### config.mk
export PLATFORM = sky130hd
export DESIGN_NAME = controle_saida
export DESIGN_NICKNAME = d
export VERILOG_FILES = /design/src/rtl/controle_saida.sv
export SDC_FILE = /design/constraint.sdc
export NUM_CORES = 1
export LEC_CHECK = 0
export BUFFER_PORTS_ARGS = -buffer_cell sky130_fd_sc_hd__clkbuf_2
export CORE_ASPECT_RATIO = 0.9
export CORE_MARGIN = 2
export CORE_UTILIZATION = 33
export DETAILED_ROUTE_END_ITERATION = 10
export SKIP_CTS_REPAIR_TIMING = 1
export SLEW_MARGIN = 25
export SYNTH_ARGS = -nofsm -noshare
export SYNTH_HDL_FRONTEND = slang
export SYNTH_SLANG_ARGS = --single-unit
### constraint.sdc
create_clock -name clock -period 1.8 [get_ports clock]
set_input_delay 0.36 -clock clock [delete_from_list [all_inputs] [get_ports clock]]
set_output_delay 0.36 -clock clock [all_outputs]
set_load 0.01 [all_outputs]
### src/rtl/controle_saida.sv
// controle_saida: round-robin arbiter for cpu/entrada display requests with iterative
// 14-bit double-dabble conversion to four BCD digits; digits change only on completion.
module controle_saida #(
    parameter int MAX_VALOR = 9999
) (
    input  logic        clock,
    input  logic        reset,
    input  logic        req_cpu,
    input  logic [31:0] valor_cpu,
    input  logic        req_entrada,
    input  logic [31:0] valor_entrada,
    output logic        ack_cpu,
    output logic        ack_entrada,
    output logic        ocupado,
    output logic [3:0]  d_display1,
    output logic [3:0]  d_display2,
    output logic [3:0]  d_display3,
    output logic [3:0]  d_display4,
    output logic        valido,
    output logic        origem,
    output logic        saturado
);
    typedef enum logic [1:0] {OCIOSO, CONVERTE, ATUALIZA} estado_t;
    localparam logic [31:0] LIMITE = 32'(MAX_VALOR);
    estado_t estado, proximo;
    logic [3:0] iter;
    logic [13:0] bin;
    logic [15:0] bcd, ajuste;
    logic [29:0] deslocado;
    logic sat_pend, org_pend, ultimo;
    logic grant_cpu, grant_entrada;
    logic [31:0] valor_sel;
    // ultimo = 1 means entrada was served last, so cpu wins a tie
    assign grant_cpu = estado == OCIOSO && req_cpu && (!req_entrada || ultimo);
    assign grant_entrada = estado == OCIOSO && req_entrada && !grant_cpu;
    assign valor_sel = grant_cpu ? valor_cpu : valor_entrada;
    assign ocupado = estado != OCIOSO;
    always_comb begin
        proximo = estado == OCIOSO ? ((grant_cpu || grant_entrada) ? CONVERTE : OCIOSO) :
                  estado == CONVERTE ? (iter == 4'd13 ? ATUALIZA : CONVERTE) : OCIOSO;
    end
    always_comb begin
        ajuste = bcd;
        for (int i = 0; i < 4; i++)
            ajuste[4*i +: 4] = bcd[4*i +: 4] >= 4'd5 ? bcd[4*i +: 4] + 4'd3 : bcd[4*i +: 4];
        deslocado = {ajuste, bin} << 1;
    end
    always_ff @(posedge clock) begin
        if (reset)
            estado <= OCIOSO;
        else
            estado <= proximo;
    end
    always_ff @(posedge clock) begin
        if (reset) begin
            ack_cpu <= 1'b0;
            ack_entrada <= 1'b0;
            valido <= 1'b0;
            origem <= 1'b0;
            saturado <= 1'b0;
            d_display1 <= 4'd0;
            d_display2 <= 4'd0;
            d_display3 <= 4'd0;
            d_display4 <= 4'd0;
            bin <= '0;
            bcd <= '0;
            iter <= '0;
            sat_pend <= 1'b0;
            org_pend <= 1'b0;
            ultimo <= 1'b1;
        end else begin
            ack_cpu <= grant_cpu;
            ack_entrada <= grant_entrada;
            valido <= estado == ATUALIZA;
            if (grant_cpu || grant_entrada) begin
                bin <= valor_sel > LIMITE ? LIMITE[13:0] : valor_sel[13:0];
                sat_pend <= valor_sel > LIMITE;
                org_pend <= grant_entrada;
                ultimo <= grant_entrada;
                bcd <= '0;
                iter <= '0;
            end
            if (estado == CONVERTE) begin
                bcd <= deslocado[29:14];
                bin <= deslocado[13:0];
                iter <= iter + 4'd1;
            end
            if (estado == ATUALIZA) begin
                d_display1 <= bcd[15:12];
                d_display2 <= bcd[11:8];
                d_display3 <= bcd[7:4];
                d_display4 <= bcd[3:0];
                origem <= org_pend;
                saturado <= sat_pend;
            end
        end
    end
endmodule

==> results of run 1 <==
[placed cells by master, fill, tap and decap left out, types with 5 or more instances in the layout]
master,count
a31oi_1,5
nand2_1,62
nor2_1,19
o21ai_0,14
nand3_1,9
o32ai_1,8
buf_4,21
a2bb2oi_1,8
clkbuf_2,89
dfxtp_1,58
nand2b_1,7
ha_1,10
mux2i_1,12
inv_1,12
nor4_1,9
a21oi_1,34
clkbuf_8,12
[synthesized netlist by cell type, types with 2 or more instances]
cell,n
a21oi_1,34
a22o_1,3
a2bb2oi_1,8
a31o_1,4
a31oi_1,5
a32o_1,3
and2_1,2
clkbuf_1,17
dfxtp_1,60
ha_1,10
inv_1,12
mux2i_1,12
nand2_1,62
nand2b_1,7
nand3_1,9
nand4_1,2
nor2_1,19
nor2b_1,2
nor3_1,4
nor4_1,9
o21a_1,2
o21ai_0,14
o21ba_1,3
o22ai_1,4
o31ai_1,3
o32ai_1,8
xnor2_1,4
xor2_1,4
[registers in the layout, indices dropped and copies added, names as in the netlist]
register	flops
d_display2	4
saturado	1
ultimo	1
ack_entrada	1
ack_cpu	1
org_pend	1
d_display3	4
origem	1
estado	2
d_display1	4
bcd	16
bin	14
sat_pend	1
iter	4
d_display4	4
valido	1
[per-stage QoR]
step / util / setup slack [ns] / cell area, um2 / instances / hold WS (ns)
finish: 0.443 / 0.0868 / 3810 / 568 / 0.382
global route: 0.443 / -0.0193 / 3810 / 568 / 0.407
CTS: 0.442 / 0.00101 / 3800 / 568 / 0.370
detailed placement: 0.422 / -0.226 / 3630 / 554 / 0.445
global placement: 0.422 / -0.125 / 3630 / 554 / 0.444
floorplan: - / 0.0332 / 2930 / 343 / 0.426
[cell type report]
type | instances | area (um2)
clock inverter | 2 | 10.0
clock buffer | 12 | 165
multi-input combinational | 252 | 1610
tap | 119 | 149
timing repair buffer | 111 | 623
fill | 873 | 4800
sequential | 60 | 1210
inverter | 12 | 45.0
[cell families after synthesis]
family,count (synthesis),share of synthesized area
muxes,12,0.0409
buffers and inverters,31,0.0414
DFF,60,0.409
and+or+nand+nor,121,0.192
AOI/OAI and AO/OA,101,0.250
xor gates and xnor gates,8,0.0239
adders and majority gates,10,0.0426
[where the power goes]
group          switching, uW  internal [uW]
clock network            492            593
registers               25.8           1360
logic                    222            195
total                    739           2150
[tightest hold or removal path: stages]
cell      delay [ns]
clkbuf_2        0.10
mux2i_1         0.12
o32ai_1         0.08
[layer usage]
metal / vias up / part of all wire
met5: - / 0
met4: 0 / 0.0094
met3: 7 / 0.025
met2: 39 / 0.48
met1: 1316 / 0.49
li1: 1435 / -
[final timing paths]
check,start,end,cells past startpoint
worst max-delay path,estado[0],bin[4],6
worst min-delay path,valor_entrada[7],bin[7],3
worst max register to register,estado[0],bin[4],6
worst min register to register,org_pend,origem,2
==> results.sh, run 1 <==
export IMPL_nNetsFinal=524
export IMPL_cts_tree="done"
export IMPL_worst_pin_slew_ns=0.549
export IMPL_path_class="reg2reg"
export IMPL_grt_met1_usage=0.218
export IMPL_cts_sinks=60
export IMPL_clock_latency_ns=0.33
export IMPL_crit_required_ns=2.03
export IMPL_ys_seq_area_frac=0.409
export IMPL_yosysWarnings=0
export IMPL_p_total_uw=2890
export IMPL_synth_flop_cell="dfxtp_1"
export IMPL_area_growth_pct=29.9
export IMPL_synth_top_area_share=0.409
export IMPL_drive_gt1_frac=0.298
export IMPL_gr_usage_met3=0.0239
export IMPL_clock_root_buffer="clkbuf_8"
export IMPL_diodes=0
export IMPL_rsz0062_at_grt="yes"
export IMPL_grt_start_max_net_pins=32
export IMPL_max_freq_ghz=0.584
export IMPL_cp_max_fo=8
export IMPL_core_area_mm2=0.00861
export IMPL_ys_ff_latch=60
export IMPL_track_usage=0.165
export IMPL_setup_viol=0
export IMPL_cp_top_family="compound AO/OA/AOI/OAI gates"
export IMPL_crit_arrival_ns=1.95
export IMPL_drt_wl_total_um=7460
export IMPL_hold_path_class="in2reg"
export IMPL_p_per_area_mw_per_mm2=759
export IMPL_maxCapViolCount=0
export IMPL_r2r_slack_ns=0.09
export IMPL_boundaryPins=90
export IMPL_die_x_um=103
export IMPL_grt_most_used_layer="met2"
export IMPL_drtIter0Drc=140
export IMPL_dp_hpwl_um=5670
export IMPL_portBuffers=89
export IMPL_cp_end_kind="flop"
export IMPL_dr_pass1_iters=4
export IMPL_crit_path_start_kind="flop"
export IMPL_fin_crit_sh=0.952
export IMPL_gp_congestion=0.820
export IMPL_fin_crit_ns=1.71
export IMPL_route_detailed_drc=0
export IMPL_synthArstFlopShare=0
export IMPL_tns_ns=0
export IMPL_routed_via_density=4.92
export IMPL_grt_overflow_total=0
export IMPL_synth_area_leaders="dfxtp_1 (41%), nand2_1 (7.9%), a21oi_1 (5.8%)"
export IMPL_cp_slowest_stage_delay_ns=0.41
export IMPL_antenna_found_initial=0
export IMPL_met2_usage=0.277
export IMPL_slew_limit_headroom=0.631
export IMPL_synth_area_leader_cell="dfxtp_1"
export IMPL_syn_inst=343
export IMPL_crit_chain="nor3b_4, buf_4, a2111oi_4, o2bb2ai_4, nand2_4, o32ai_1"
export IMPL_syn_area_mm2=0.00293
export IMPL_cts_buffer_depth=2
export IMPL_ir_worst_vdd_mv=0.423
export IMPL_hold_violations=0
export IMPL_dieArea_mm2=0.00966
export IMPL_grt_pass1_wl_um=12700
export IMPL_cts_htree_levels=3
export IMPL_synth_distinct_cells=45
export IMPL_critical_path_slowest_cell="a2111oi_4"
export IMPL_worst_path_buf_inv=1
export IMPL_postRouteAntennaNets=0
export IMPL_p_leak_uw=0.00158
export IMPL_path_clk_slew_ns=0.07
export IMPL_std_cell_rows=32
export IMPL_finalMaxSlewViolations=0
export IMPL_wl_per_cell_um=13.1
export IMPL_via_count=2797
export IMPL_synth_net_count=421
export IMPL_cts_made_buffers=9
export IMPL_fin_worst_skew_ns=0.00991
export IMPL_start_util=0.341
export IMPL_syn_area_per_cell_um2=8.55
export IMPL_synth_edf_count=0
export IMPL_first_global_vias=2766
export IMPL_run_status="finished, final reports clean"
export IMPL_die_height_um=93.5
(Power assumes the default switching activity.)
==> inputs of run 2 (changes only) <==
Settings changed: SETUP_SLACK_MARGIN set to 0.3.
==> run 2 against run 1 <==
Net effect:
- via count increased by 0.36%
- cell count rose by 1.6%
- critical path depth rose by 1
- sequential share of layout area is 1.7 points lower
- first-iteration DRC count increased by 3.6%
- core utilization grew 2.8 points
- sequential cell count unchanged
- sequential power barely moved
- fmax increased by 6.4%
- worst hold slack improved by 0.015 ns
- critical endpoint is now bin[6]
- largest cell class unchanged
==> results.sh, run 2 (same netlist as run 1, synthesis figures left out) <==
export IMPL_seqPwrFrac=0.440
export IMPL_tns_ns=0
export IMPL_fin_worst_skew_ns=0.00303
export IMPL_top_register="bcd"
export IMPL_worst_pin_slew_ns=0.384
export IMPL_cts_buffer_depth=2
export IMPL_first_global_vias=2796
export IMPL_portBuffers=89
export IMPL_rr_worst_depth=7
export IMPL_finalMaxSlewViolations=0
export IMPL_setup_viol=0
export IMPL_p_leak_uw=0.00167
export IMPL_std_cell_rows=32
export IMPL_dr_pass1_iters=7
export IMPL_r2r_start="estado[1]"
export IMPL_cts_htree_levels=3
export IMPL_comb_power_share=0.145
export IMPL_track_usage=0.165
export IMPL_drive_gt1_frac=0.362
export IMPL_most_common_layout_cells="clkbuf_2 (89), nand2_1 (61), dfxtp_1 (56)"
export IMPL_fin_crit_ns=1.61
export IMPL_fill_cells=846
export IMPL_sw_frac_of_total=0.242
export IMPL_via_count=2807
export IMPL_die_x_um=103
export IMPL_wl_per_cell_um=13.1
export IMPL_grt_start_max_net_pins=20
export IMPL_p_int_uw=2390
export IMPL_hold_path_class="in2reg"
export IMPL_crit_required_ns=2.04
export IMPL_fin_crit_sh=0.894
export IMPL_largest_reg_flops=16
export IMPL_route_detailed_drc=0
export IMPL_cp_max_fo=3
export IMPL_slew_limit_headroom=0.744
export IMPL_final_common_cell="clkbuf_2"
export IMPL_cts_made_buffers=9
export IMPL_reg_top3="bcd (16), bin (14)"
export IMPL_max_freq_ghz=0.621
export IMPL_clock_latency_ns=0.33
export IMPL_worstReg2RegEnd="bin[6]"
export IMPL_diodes=0
export IMPL_holdWs_ns=0.397
export IMPL_cts_tree="done"
export IMPL_worstHoldPathCells=2
export IMPL_rsz0062_at_grt="yes"
export IMPL_path_class="reg2reg"
export IMPL_grt_pass1_wl_um=12600
export IMPL_core_area_mm2=0.00861
export IMPL_drtIter0Drc=145
export IMPL_cts_sinks=60
export IMPL_grt_overflow_total=0
export IMPL_postLayoutCoreUtil=0.470
export IMPL_routed_via_density=4.86
export IMPL_gp_congestion=0.855
export IMPL_finalInstanceArea_mm2=0.00405
export IMPL_crit_arrival_ns=1.85
export IMPL_r2r_slack_ns=0.19
export IMPL_maxCapViolCount=0
export IMPL_antenna_found_initial=0
export IMPL_holdPathEnd="ultimo"
export IMPL_clock_root_buffer="clkbuf_8"
export IMPL_die_height_um=93.5
export IMPL_placed_cells=559
export IMPL_crit_path_start_kind="flop"
export IMPL_p_per_area_mw_per_mm2=780
export IMPL_finalNonFillerCells=577
export IMPL_dp_hpwl_um=5740
export IMPL_hold_violations=0
export IMPL_path_clk_slew_ns=0.06
export IMPL_power_switching_uw=763
export IMPL_postPlaceCellArea_mm2=0.00365
export IMPL_min_from="req_entrada"
export IMPL_ir_worst_vdd_mv=0.487
export IMPL_start_util=0.341
export IMPL_run_status="finished, final reports clean"
export IMPL_nNetsFinal=531
export IMPL_dieArea_mm2=0.00966
export IMPL_boundaryPins=90
export IMPL_drt_wl_total_um=7550
export IMPL_postRouteAntennaNets=0
export IMPL_area_growth_pct=38.0
export IMPL_cp_end_kind="flop"
export IMPL_p_clk_frac=0.415
[run 2: per-layer routing]
layer  vias up  track usage  routed length (um)
li1       1455            -                   -
met2        32        0.261                3560
met1      1310        0.215                3730
met4         0       0.0713                  97
met5         -            0                   0
met3        10       0.0359                 163
[run 2: how the worst max path moves through the flow]
stage | startpoint | to | slack (ns) | cells after the start
finish | estado[1] | bin[6] | 0.19 | 7
global route | estado[1] | bin[6] | 0.09 | 5
CTS | estado[0] | bcd[9] | 0.03 | 5
detailed placement | valor_cpu[7] | bin[5] | -0.18 | 6
global placement | valor_entrada[30] | bin[5] | -0.14 | 6
floorplan | valor_entrada[30] | bin[11] | 0.03 | 5
[run 2: worst max-delay path, cell delays in order (launching register included)]
cell	delay [ns]
dfxtp_4	0.36
nor3b_4	0.24
buf_6	0.14
buf_4	0.10
nand2_1	0.11
buf_4	0.18
mux2i_1	0.14
o32ai_2	0.26
[run 2: metrics by stage]
stage | setup slack (ns) | power [uW]
2_1_floorplan | 0.0333 | 1640
3_3_place_gp | -0.142 | 1830
3_5_place_dp | -0.184 | 1840
4_1_cts | 0.0252 | 3160
5_1_grt | 0.0939 | 3310
6_report | 0.191 | 3160
[run 2: final cells by class]
cell class	count	area, um2	share of cell area
Clock inverter	5	75.1	0.0185
Sequential cell	60	1210	0.299
Clock buffer	11	141	0.0349
Tap cell	119	149	0.0368
Inverter	12	45.0	0.0111
Multi-Input combinational cell	252	1750	0.432
Timing Repair Buffer	118	678	0.167
[run 2: power groups by stage]
| stage | Sequential, uW | Combinational [uW] | Clock (uW) |
|---|---|---|---|
| 2_1_floorplan | 1410 | 232 | 0 |
| 3_3_place_gp | 1420 | 414 | 0 |
| 3_5_place_dp | 1420 | 421 | 0 |
| 4_1_cts | 1390 | 422 | 1350 |
| 5_1_grt | 1390 | 502 | 1410 |
| 6_report | 1390 | 458 | 1310 |
